[src/rtl/nanorv32_retire_trace_buffer_if.sv]
// Retire, data-bus completion and trace stream signals of the nanorv32 trace buffer.
// The master side is the core and the trace consumer; the slave side is the buffer.
interface nanorv32_retire_trace_buffer_if #(
    parameter int DATA_W = 32
);
    logic              ret_valid;
    logic [DATA_W-1:0] ret_pc;
    logic [DATA_W-1:0] ret_instr;
    logic              ret_rd_wen;
    logic [4:0]        ret_rd_idx;
    logic [DATA_W-1:0] ret_rd_val;
    logic              ret_is_mem;
    logic              ret_is_store;
    logic [DATA_W-1:0] ret_mem_addr;

    logic              mem_done;
    logic [DATA_W-1:0] mem_rdata;
    logic [DATA_W-1:0] mem_wdata;

    logic              trace_valid;
    logic              trace_ready;
    logic [DATA_W-1:0] trace_pc;
    logic [DATA_W-1:0] trace_instr;
    logic [DATA_W-1:0] trace_rd_val;
    logic [DATA_W-1:0] trace_mem_addr;
    logic [4:0]        trace_rd_idx;
    logic              trace_rd_wen;
    logic              trace_is_mem;
    logic              trace_is_store;
    logic              trace_mem_err;

    modport master (
        output ret_valid, ret_pc, ret_instr, ret_rd_wen, ret_rd_idx, ret_rd_val,
               ret_is_mem, ret_is_store, ret_mem_addr,
               mem_done, mem_rdata, mem_wdata, trace_ready,
        input  trace_valid, trace_pc, trace_instr, trace_rd_val, trace_mem_addr,
               trace_rd_idx, trace_rd_wen, trace_is_mem, trace_is_store, trace_mem_err
    );

    modport slave (
        input  ret_valid, ret_pc, ret_instr, ret_rd_wen, ret_rd_idx, ret_rd_val,
               ret_is_mem, ret_is_store, ret_mem_addr,
               mem_done, mem_rdata, mem_wdata, trace_ready,
        output trace_valid, trace_pc, trace_instr, trace_rd_val, trace_mem_addr,
               trace_rd_idx, trace_rd_wen, trace_is_mem, trace_is_store, trace_mem_err
    );
endinterface

[src/rtl/nanorv32_retire_trace_buffer.sv]
// In-order retire trace buffer; load/store records wait for their data-bus completion.
// Latency: retire in N -> trace_valid in N+1; completion in M -> pending head valid in M+1.
// Backpressure: valid/ready on the trace side; when full without a pop, retires are dropped and counted.
module nanorv32_retire_trace_buffer #(
    parameter int DATA_W = 32,
    parameter int DEPTH  = 8,
    parameter int PTR_W  = 3,
    parameter int CNT_W  = 16
) (
    input  logic                        clk,
    input  logic                        rst,
    input  logic                        clr,
    nanorv32_retire_trace_buffer_if.slave bus,
    output logic [PTR_W:0]              trace_count,
    output logic                        overflow,
    output logic                        proto_err,
    output logic [CNT_W-1:0]            drop_cnt
);
    typedef struct packed {
        logic [DATA_W-1:0] pc;
        logic [DATA_W-1:0] instr;
        logic [DATA_W-1:0] rd_val;
        logic [DATA_W-1:0] mem_addr;
        logic [4:0]        rd_idx;
        logic              rd_wen;
        logic              is_mem;
        logic              is_store;
        logic              mem_err;
        logic              pend;
    } rec_t;

    localparam logic [PTR_W:0] FULL_CNT = (PTR_W+1)'(DEPTH);

    rec_t             slots [DEPTH];
    rec_t             head;
    rec_t             new_rec;
    logic [PTR_W-1:0] wr_ptr;
    logic [PTR_W-1:0] rd_ptr;
    logic [PTR_W-1:0] pend_ptr;
    logic [PTR_W:0]   count;
    logic             pend_active;

    logic full;
    logic pop;
    logic push_ok;
    logic drop;
    logic done_hit;
    logic force_rel;

    assign head      = slots[rd_ptr];
    assign full      = (count == FULL_CNT);
    assign pop       = bus.trace_valid & bus.trace_ready;
    assign push_ok   = bus.ret_valid & (~full | pop);
    assign drop      = bus.ret_valid & full & ~pop;
    assign done_hit  = bus.mem_done & pend_active;
    // A dropped retire never touches pending tracking, so only accepted memory retires force-release.
    assign force_rel = push_ok & bus.ret_is_mem & pend_active & ~bus.mem_done;

    always_comb begin
        new_rec          = '0;
        new_rec.pc       = bus.ret_pc;
        new_rec.instr    = bus.ret_instr;
        new_rec.rd_val   = bus.ret_rd_val;
        new_rec.mem_addr = bus.ret_mem_addr;
        new_rec.rd_idx   = bus.ret_rd_idx;
        new_rec.rd_wen   = bus.ret_rd_wen;
        new_rec.is_mem   = bus.ret_is_mem;
        new_rec.is_store = bus.ret_is_mem & bus.ret_is_store;
        new_rec.pend     = bus.ret_is_mem;
    end

    assign bus.trace_valid    = (count != '0) && !head.pend;
    assign bus.trace_pc       = head.pc;
    assign bus.trace_instr    = head.instr;
    assign bus.trace_rd_val   = head.rd_val;
    assign bus.trace_mem_addr = head.mem_addr;
    assign bus.trace_rd_idx   = head.rd_idx;
    assign bus.trace_rd_wen   = head.rd_wen;
    assign bus.trace_is_mem   = head.is_mem;
    assign bus.trace_is_store = head.is_store;
    assign bus.trace_mem_err  = head.mem_err;
    assign trace_count        = count;

    // The pending slot is never the one being written: it cannot be popped, so a push into a full
    // buffer always lands on the non-pending head slot.
    always_ff @(posedge clk or posedge rst) begin
        if (rst) begin
            for (int i = 0; i < DEPTH; i++) begin
                slots[i] <= '0;
            end
        end else if (!clr) begin
            if (done_hit) begin
                slots[pend_ptr].pend <= 1'b0;
                if (slots[pend_ptr].is_store) begin
                    slots[pend_ptr].rd_val <= bus.mem_wdata;
                    slots[pend_ptr].rd_wen <= 1'b0;
                end else begin
                    slots[pend_ptr].rd_val <= bus.mem_rdata;
                    slots[pend_ptr].rd_wen <= (slots[pend_ptr].rd_idx != 5'd0);
                end
            end else if (force_rel) begin
                slots[pend_ptr].pend    <= 1'b0;
                slots[pend_ptr].mem_err <= 1'b1;
            end
            if (push_ok) begin
                slots[wr_ptr] <= new_rec;
            end
        end
    end

    always_ff @(posedge clk or posedge rst) begin
        if (rst) begin
            wr_ptr      <= '0;
            rd_ptr      <= '0;
            pend_ptr    <= '0;
            count       <= '0;
            pend_active <= 1'b0;
            overflow    <= 1'b0;
            proto_err   <= 1'b0;
            drop_cnt    <= '0;
        end else if (clr) begin
            wr_ptr      <= '0;
            rd_ptr      <= '0;
            pend_ptr    <= '0;
            count       <= '0;
            pend_active <= 1'b0;
            overflow    <= 1'b0;
            proto_err   <= 1'b0;
            drop_cnt    <= '0;
        end else begin
            if (push_ok) begin
                wr_ptr <= wr_ptr + PTR_W'(1);
            end
            if (pop) begin
                rd_ptr <= rd_ptr + PTR_W'(1);
            end
            unique case ({push_ok, pop})
                2'b10:   count <= count + (PTR_W+1)'(1);
                2'b01:   count <= count - (PTR_W+1)'(1);
                default: count <= count;
            endcase

            if (push_ok && bus.ret_is_mem) begin
                pend_active <= 1'b1;
                pend_ptr    <= wr_ptr;
            end else if (done_hit) begin
                pend_active <= 1'b0;
            end

            if (force_rel) begin
                proto_err <= 1'b1;
            end
            if (drop) begin
                overflow <= 1'b1;
                if (drop_cnt != '1) begin
                    drop_cnt <= drop_cnt + CNT_W'(1);
                end
            end
        end
    end
endmodule
[src/flat_wrapper.sv]
// flat-port wrapper written by rule: the top's interface ports become plain ports
module nanorv32_retire_trace_buffer_flat 
#(
    parameter int DATA_W = 32,
    parameter int DEPTH  = 8,
    parameter int PTR_W  = 3,
    parameter int CNT_W  = 16
)
  (clk, rst, clr, trace_count, overflow, proto_err, drop_cnt, bus_ret_valid, bus_ret_pc, bus_ret_instr, bus_ret_rd_wen, bus_ret_rd_idx, bus_ret_rd_val, bus_ret_is_mem, bus_ret_is_store, bus_ret_mem_addr, bus_mem_done, bus_mem_rdata, bus_mem_wdata, bus_trace_ready, bus_trace_valid, bus_trace_pc, bus_trace_instr, bus_trace_rd_val, bus_trace_mem_addr, bus_trace_rd_idx, bus_trace_rd_wen, bus_trace_is_mem, bus_trace_is_store, bus_trace_mem_err);
  nanorv32_retire_trace_buffer_if #(.DATA_W(DATA_W)) bus_i ();
  input  logic clk;
  input  logic rst;
  input  logic clr;
  output logic [PTR_W:0] trace_count;
  output logic overflow;
  output logic proto_err;
  output logic [CNT_W-1:0] drop_cnt;
  input wire logic [$bits(bus_i.ret_valid)-1:0] bus_ret_valid;
  input wire logic [$bits(bus_i.ret_pc)-1:0] bus_ret_pc;
  input wire logic [$bits(bus_i.ret_instr)-1:0] bus_ret_instr;
  input wire logic [$bits(bus_i.ret_rd_wen)-1:0] bus_ret_rd_wen;
  input wire logic [$bits(bus_i.ret_rd_idx)-1:0] bus_ret_rd_idx;
  input wire logic [$bits(bus_i.ret_rd_val)-1:0] bus_ret_rd_val;
  input wire logic [$bits(bus_i.ret_is_mem)-1:0] bus_ret_is_mem;
  input wire logic [$bits(bus_i.ret_is_store)-1:0] bus_ret_is_store;
  input wire logic [$bits(bus_i.ret_mem_addr)-1:0] bus_ret_mem_addr;
  input wire logic [$bits(bus_i.mem_done)-1:0] bus_mem_done;
  input wire logic [$bits(bus_i.mem_rdata)-1:0] bus_mem_rdata;
  input wire logic [$bits(bus_i.mem_wdata)-1:0] bus_mem_wdata;
  input wire logic [$bits(bus_i.trace_ready)-1:0] bus_trace_ready;
  output wire logic [$bits(bus_i.trace_valid)-1:0] bus_trace_valid;
  output wire logic [$bits(bus_i.trace_pc)-1:0] bus_trace_pc;
  output wire logic [$bits(bus_i.trace_instr)-1:0] bus_trace_instr;
  output wire logic [$bits(bus_i.trace_rd_val)-1:0] bus_trace_rd_val;
  output wire logic [$bits(bus_i.trace_mem_addr)-1:0] bus_trace_mem_addr;
  output wire logic [$bits(bus_i.trace_rd_idx)-1:0] bus_trace_rd_idx;
  output wire logic [$bits(bus_i.trace_rd_wen)-1:0] bus_trace_rd_wen;
  output wire logic [$bits(bus_i.trace_is_mem)-1:0] bus_trace_is_mem;
  output wire logic [$bits(bus_i.trace_is_store)-1:0] bus_trace_is_store;
  output wire logic [$bits(bus_i.trace_mem_err)-1:0] bus_trace_mem_err;
  assign bus_i.ret_valid = bus_ret_valid;
  assign bus_i.ret_pc = bus_ret_pc;
  assign bus_i.ret_instr = bus_ret_instr;
  assign bus_i.ret_rd_wen = bus_ret_rd_wen;
  assign bus_i.ret_rd_idx = bus_ret_rd_idx;
  assign bus_i.ret_rd_val = bus_ret_rd_val;
  assign bus_i.ret_is_mem = bus_ret_is_mem;
  assign bus_i.ret_is_store = bus_ret_is_store;
  assign bus_i.ret_mem_addr = bus_ret_mem_addr;
  assign bus_i.mem_done = bus_mem_done;
  assign bus_i.mem_rdata = bus_mem_rdata;
  assign bus_i.mem_wdata = bus_mem_wdata;
  assign bus_i.trace_ready = bus_trace_ready;
  assign bus_trace_valid = bus_i.trace_valid;
  assign bus_trace_pc = bus_i.trace_pc;
  assign bus_trace_instr = bus_i.trace_instr;
  assign bus_trace_rd_val = bus_i.trace_rd_val;
  assign bus_trace_mem_addr = bus_i.trace_mem_addr;
  assign bus_trace_rd_idx = bus_i.trace_rd_idx;
  assign bus_trace_rd_wen = bus_i.trace_rd_wen;
  assign bus_trace_is_mem = bus_i.trace_is_mem;
  assign bus_trace_is_store = bus_i.trace_is_store;
  assign bus_trace_mem_err = bus_i.trace_mem_err;
  nanorv32_retire_trace_buffer #(.DATA_W(DATA_W), .DEPTH(DEPTH), .PTR_W(PTR_W), .CNT_W(CNT_W)) u_core (.clk(clk), .rst(rst), .clr(clr), .bus(bus_i), .trace_count(trace_count), .overflow(overflow), .proto_err(proto_err), .drop_cnt(drop_cnt));
endmodule
[config.mk]
export PLATFORM = sky130hd
export DESIGN_NAME = nanorv32_retire_trace_buffer_flat
export DESIGN_NICKNAME = d
export VERILOG_FILES = /design/src/rtl/nanorv32_retire_trace_buffer_if.sv /design/src/rtl/nanorv32_retire_trace_buffer.sv /design/src/flat_wrapper.sv
export SDC_FILE = /design/constraint.sdc
export NUM_CORES = 2
export LEC_CHECK = 0
export CORE_MARGIN = 1.5
export CORE_UTILIZATION = 30
export CTS_CLUSTER_DIAMETER = 40
export DETAILED_ROUTE_END_ITERATION = 8
export PLACE_DENSITY_LB_ADDON = 0.15
export SLEW_MARGIN = 20
export SYNTH_ARGS = -nofsm -noshare
export SYNTH_HDL_FRONTEND = slang
export SYNTH_SLANG_ARGS = --single-unit
[constraint.sdc]
create_clock -name clk -period 59 [get_ports clk]
set_input_delay 8.85 -clock clk [delete_from_list [all_inputs] [get_ports clk]]
set_output_delay 8.85 -clock clk [all_outputs]
set_load 0.03 [all_outputs]
==> impl_metrics.csv <==
group,metric,value,unit
status,run_status,"finished clean",
drt,post_drt_wl_per_cell,23.71,um
drt,met2RoutedLength,94090,um
drt,detail_route.drc_violations,0,
drt,wirelength_met1,85930,um
worst_setup_path,setup.worst_path.start_class,"flip-flop",
yosys,synth.top_cells.by_area,"dfrtp_1 (52%), nand2_1 (18%), mux4_2 (11%), mux2_2 (2.9%), clkbuf_1 (1.7%)",
yosys,synth_nets,5739,
global_route,first_global_vias,42639,
clock_tree,clock-root-buffer,"clkbuf_16",
sta,setup-violations-final,0,
pwr,power_dens_cells,48.43,nW/um^2
worst_setup_path,critical_path_required,50.15,ns
sta,grt_setup_unrepaired,"false",
sta,timing.setup.tns,0,ns
drt,top_signal_layer_used,"met5",
final_layout,post_route_cells_drive_above_1_share,17.91,%
final_layout,fill_cells,17712,
placed_design,dp.final_hpwl,102500,um
die,io-pin-count,366,
die,dieHeight,427.9,um
yosys,synth-warning-count,0,
final_layout,syn_to_final_growth,24.10,%
worst_setup_path,worstPathBufferInverterCount,3,
global_route,grtUsageTotal,21.12,%
clock_tree,cts.repair_timing.setup_buffer_count,0,
yosys,sequential_cell_area_fraction_in_the_yosys_report,52.49,%
global_route,grt_pass1_wl,291800,um
drt,vias_per_cell,5.028,
drt,route.final.wire_length,194300,um
worst_setup_path,critPathKind,"reg2out",
sta,layout_worst_path_cycle_share,23.72,%
yosys,syn_area,54150,um^2
drt,drt_iter0_markers,3411,
placed_design,place_ws,45.16,ns
yosys,synthDominantCellAreaShare,52.49,%
placed_design,routabilityCongestion,0.7428,
clock_tree,clkSlewWorstSetupHoldPaths,0.05,ns
job,drv.max_cap_violation_count,0,
worst_setup_path,critical_path_peak_fanout,44,
global_route,antenna_violations_before_repair,18,
sta,worstMarginPinSlew,1.175,ns
clock_tree,max-clock-path-buffers,3,
final_layout,layout.nets,5861,
worst_setup_path,critPathSlowestCell,"dfrtp_4",
drt,detailroute.via_count,41201,
clock_tree,cts_hold_repair.buffers,0,
sta,post-route-worst-setup-slack,45.00,ns
sta,finalCriticalPeriod,14.00,ns
worst_setup_path,cp.arrival,5.15,ns
sta,finalHoldViolCount,0,
yosys,netlist_instances,5527,
min_path,classification_of_the_worst_slack_hold_path,"reg2reg",
clock_tree,clock-sinks,1136,
die,core-area,178800,um^2
clock_tree,tritoncts,"yes",
sta,maxSlewViolCount,0,
worst_setup_path,timing.critical_path.max_delay_family,"buffers and inverters",
yosys,postSynthAreaPerCell,9.798,um^2
clock_tree,postCtsResizedCells,0,
yosys,synth_edf_count,0,
pwr,total_power,3.255,mW
clock_tree,cts_made_buffers,211,
worst_setup_path,crit_top_cell,"buf_4",
drt,firstDrtPassIters,6,
pwr,cellLeakagePower,31.92,nW
global_route,globalRoute.totalOverflow,0,
sta,finalClockSkew,0.05437,ns
clock_tree,htree_num_levels,4,
sta,maxClockFrequency,0.07144,GHz
global_route,grt_start_max_net_pins,165,
worst_setup_path,crit_path_end_kind,"output port",
die,floorplan.rows,155,
placed_design,placement.io_buffers,365,
sta,max_slew_margin,21.67,%
drt,dr_wl_met3,10080,um
yosys,synth.ff_latch_count,1136,
die,initial_core_util,30.29,%
yosys,post_synth_num_cell_types,61,
yosys,synth_top_flop_cell,"dfrtp_1",
clock_tree,clk_latency,0.87,ns
worst_setup_path,path_cells,"buf_4 -> buf_4 -> mux4_2 -> mux2_2 -> clkdlybuf4s50_1",
die,chipWidth,427.9,um
yosys,async_reset_ff_share,100.0,%
pwr,worst_ir_drop_vdd,0.02646,mV
worst_setup_path,critPathMaxStageDelay,0.97,ns
drt,final_ant_viol_nets,0,
die,design.die.area,183100,um^2
yosys,synth_largest_area_cell,"dfrtp_1",
[final cells by class]
type | instances | area, um^2 | share of cell area [%]
clock inverter | 140 | 1993 | 2.966
clock buffer | 259 | 5801 | 8.631
antenna | 4 | 10.01 | 0.01489
inverter | 74 | 285.3 | 0.4245
timing repair buffer | 443 | 4284 | 6.375
sequential | 1136 | 28440 | 42.32
multi-input combinational | 3783 | 23450 | 34.89
tap | 2355 | 2947 | 4.384
[sequential cells by signal, summed over array words and instances, names as in the netlist]
name / count
u_core.drop_cnt: 16
u_core.wr_ptr: 3
u_core.pend_active: 1
u_core.overflow: 1
u_core.slots: 1104
u_core.pend_ptr: 3
u_core.proto_err: 1
u_core.trace_count: 4
u_core.rd_ptr: 3
[metrics by stage]
step           instances  instance area, um^2  util, %  hold slack [ns]
2_1_floorplan       5527                54150        -           0.4335
3_3_place_gp        7791                59400    33.22           0.4446
3_5_place_dp        7791                59400    33.22           0.4513
4_1_cts             8190                67200    37.58           0.4629
5_1_grt             8191                67200    37.58           0.4811
6_report            8194                67210    37.59           0.4587
[synthesized netlist by cell type (3+ instances only)]
cell type,count
nor2_1,146
clkbuf_1,247
a31oi_1,5
a221oi_1,12
nand2_1,2558
buf_1,80
nor4_1,10
inv_1,74
o221a_2,61
dfrtp_1,1136
a21oi_1,116
xnor2_1,18
mux2i_1,38
ha_1,5
nor2b_1,8
mux4_2,276
and3_1,21
xor2_1,4
and2_1,32
a21o_1,4
nor3b_1,4
mux2_2,140
buf_2,177
o21ai_0,23
a221oi_2,58
a211oi_1,32
o22ai_1,99
nor3_1,50
nand3_1,15
buf_4,28
nand4_1,3
and2_0,3
or4_1,8
[per-layer routing]
| layer | vias up | global-route usage (%) |
|---|---|---|
| met2 | 1168 | 34.94 |
| met1 | 21111 | 28.40 |
| met3 | 297 | 3.806 |
| met5 | - | 0 |
| li1 | 18607 | - |
| met4 | 18 | 5.638 |
[logic make-up (layout without fill, tap and decap cells)]
group	Yosys count	count (layout)	synth area share, %
compound gates	430	430	6.428
other cells	0	4	0
flops	1136	1136	52.49
buf+inv	608	916	4.845
mux	456	456	15.16
xor+xnor	22	22	0.3558
simple gates	2869	2869	20.57
fa+ha+maj	6	6	0.1525
[where the power goes]
group          switching, mW  total [mW]  internal (mW)  leakage, nW
Combinational          0.470       0.866          0.396         13.3
Clock                  0.460        1.30          0.843         3.74
Sequential             0.111        1.09          0.975         14.8
[layout by cell type, fill, tap and decap left out, drive strengths merged, types with 23 or more instances in the layout]
cell,count
mux2i,39
o22ai,99
clkinv,72
clkinvlp,26
nand2,2559
nor2,146
a221oi,70
nor3,51
o21ai,23
bufinv,31
a21oi,116
dfrtp,1136
mux2,141
clkbuf,259
inv,85
a211oi,32
clkdlybuf4s50,364
o221a,63
and2,35
buf,79
mux4,276
[final timing paths]
check | slack (ns) | endpoint | from | cells past startpoint
worst max-delay path | 45.00 | bus_trace_mem_addr[31] | u_core.rd_ptr[0] | 5
worst min register to register | 0.46 | u_core.slots[660] | u_core.slots[660] | 2
min in group asynchronous | 8.51 | u_core.slots[612] | rst | 2
worst min-delay path | 0.46 | u_core.slots[660] | u_core.slots[660] | 2
worst max register to register | 52.94 | u_core.slots[828] | u_core.rd_ptr[1] | 10
max in group asynchronous | 47.54 | u_core.slots[1089] | rst | 5
[tightest hold or removal path, stage by stage, from the launching register on]
cell,delay [ns]
dfrtp_1,0.33
nand2_1,0.05
nand2_1,0.05
(Power assumes the default switching activity.)
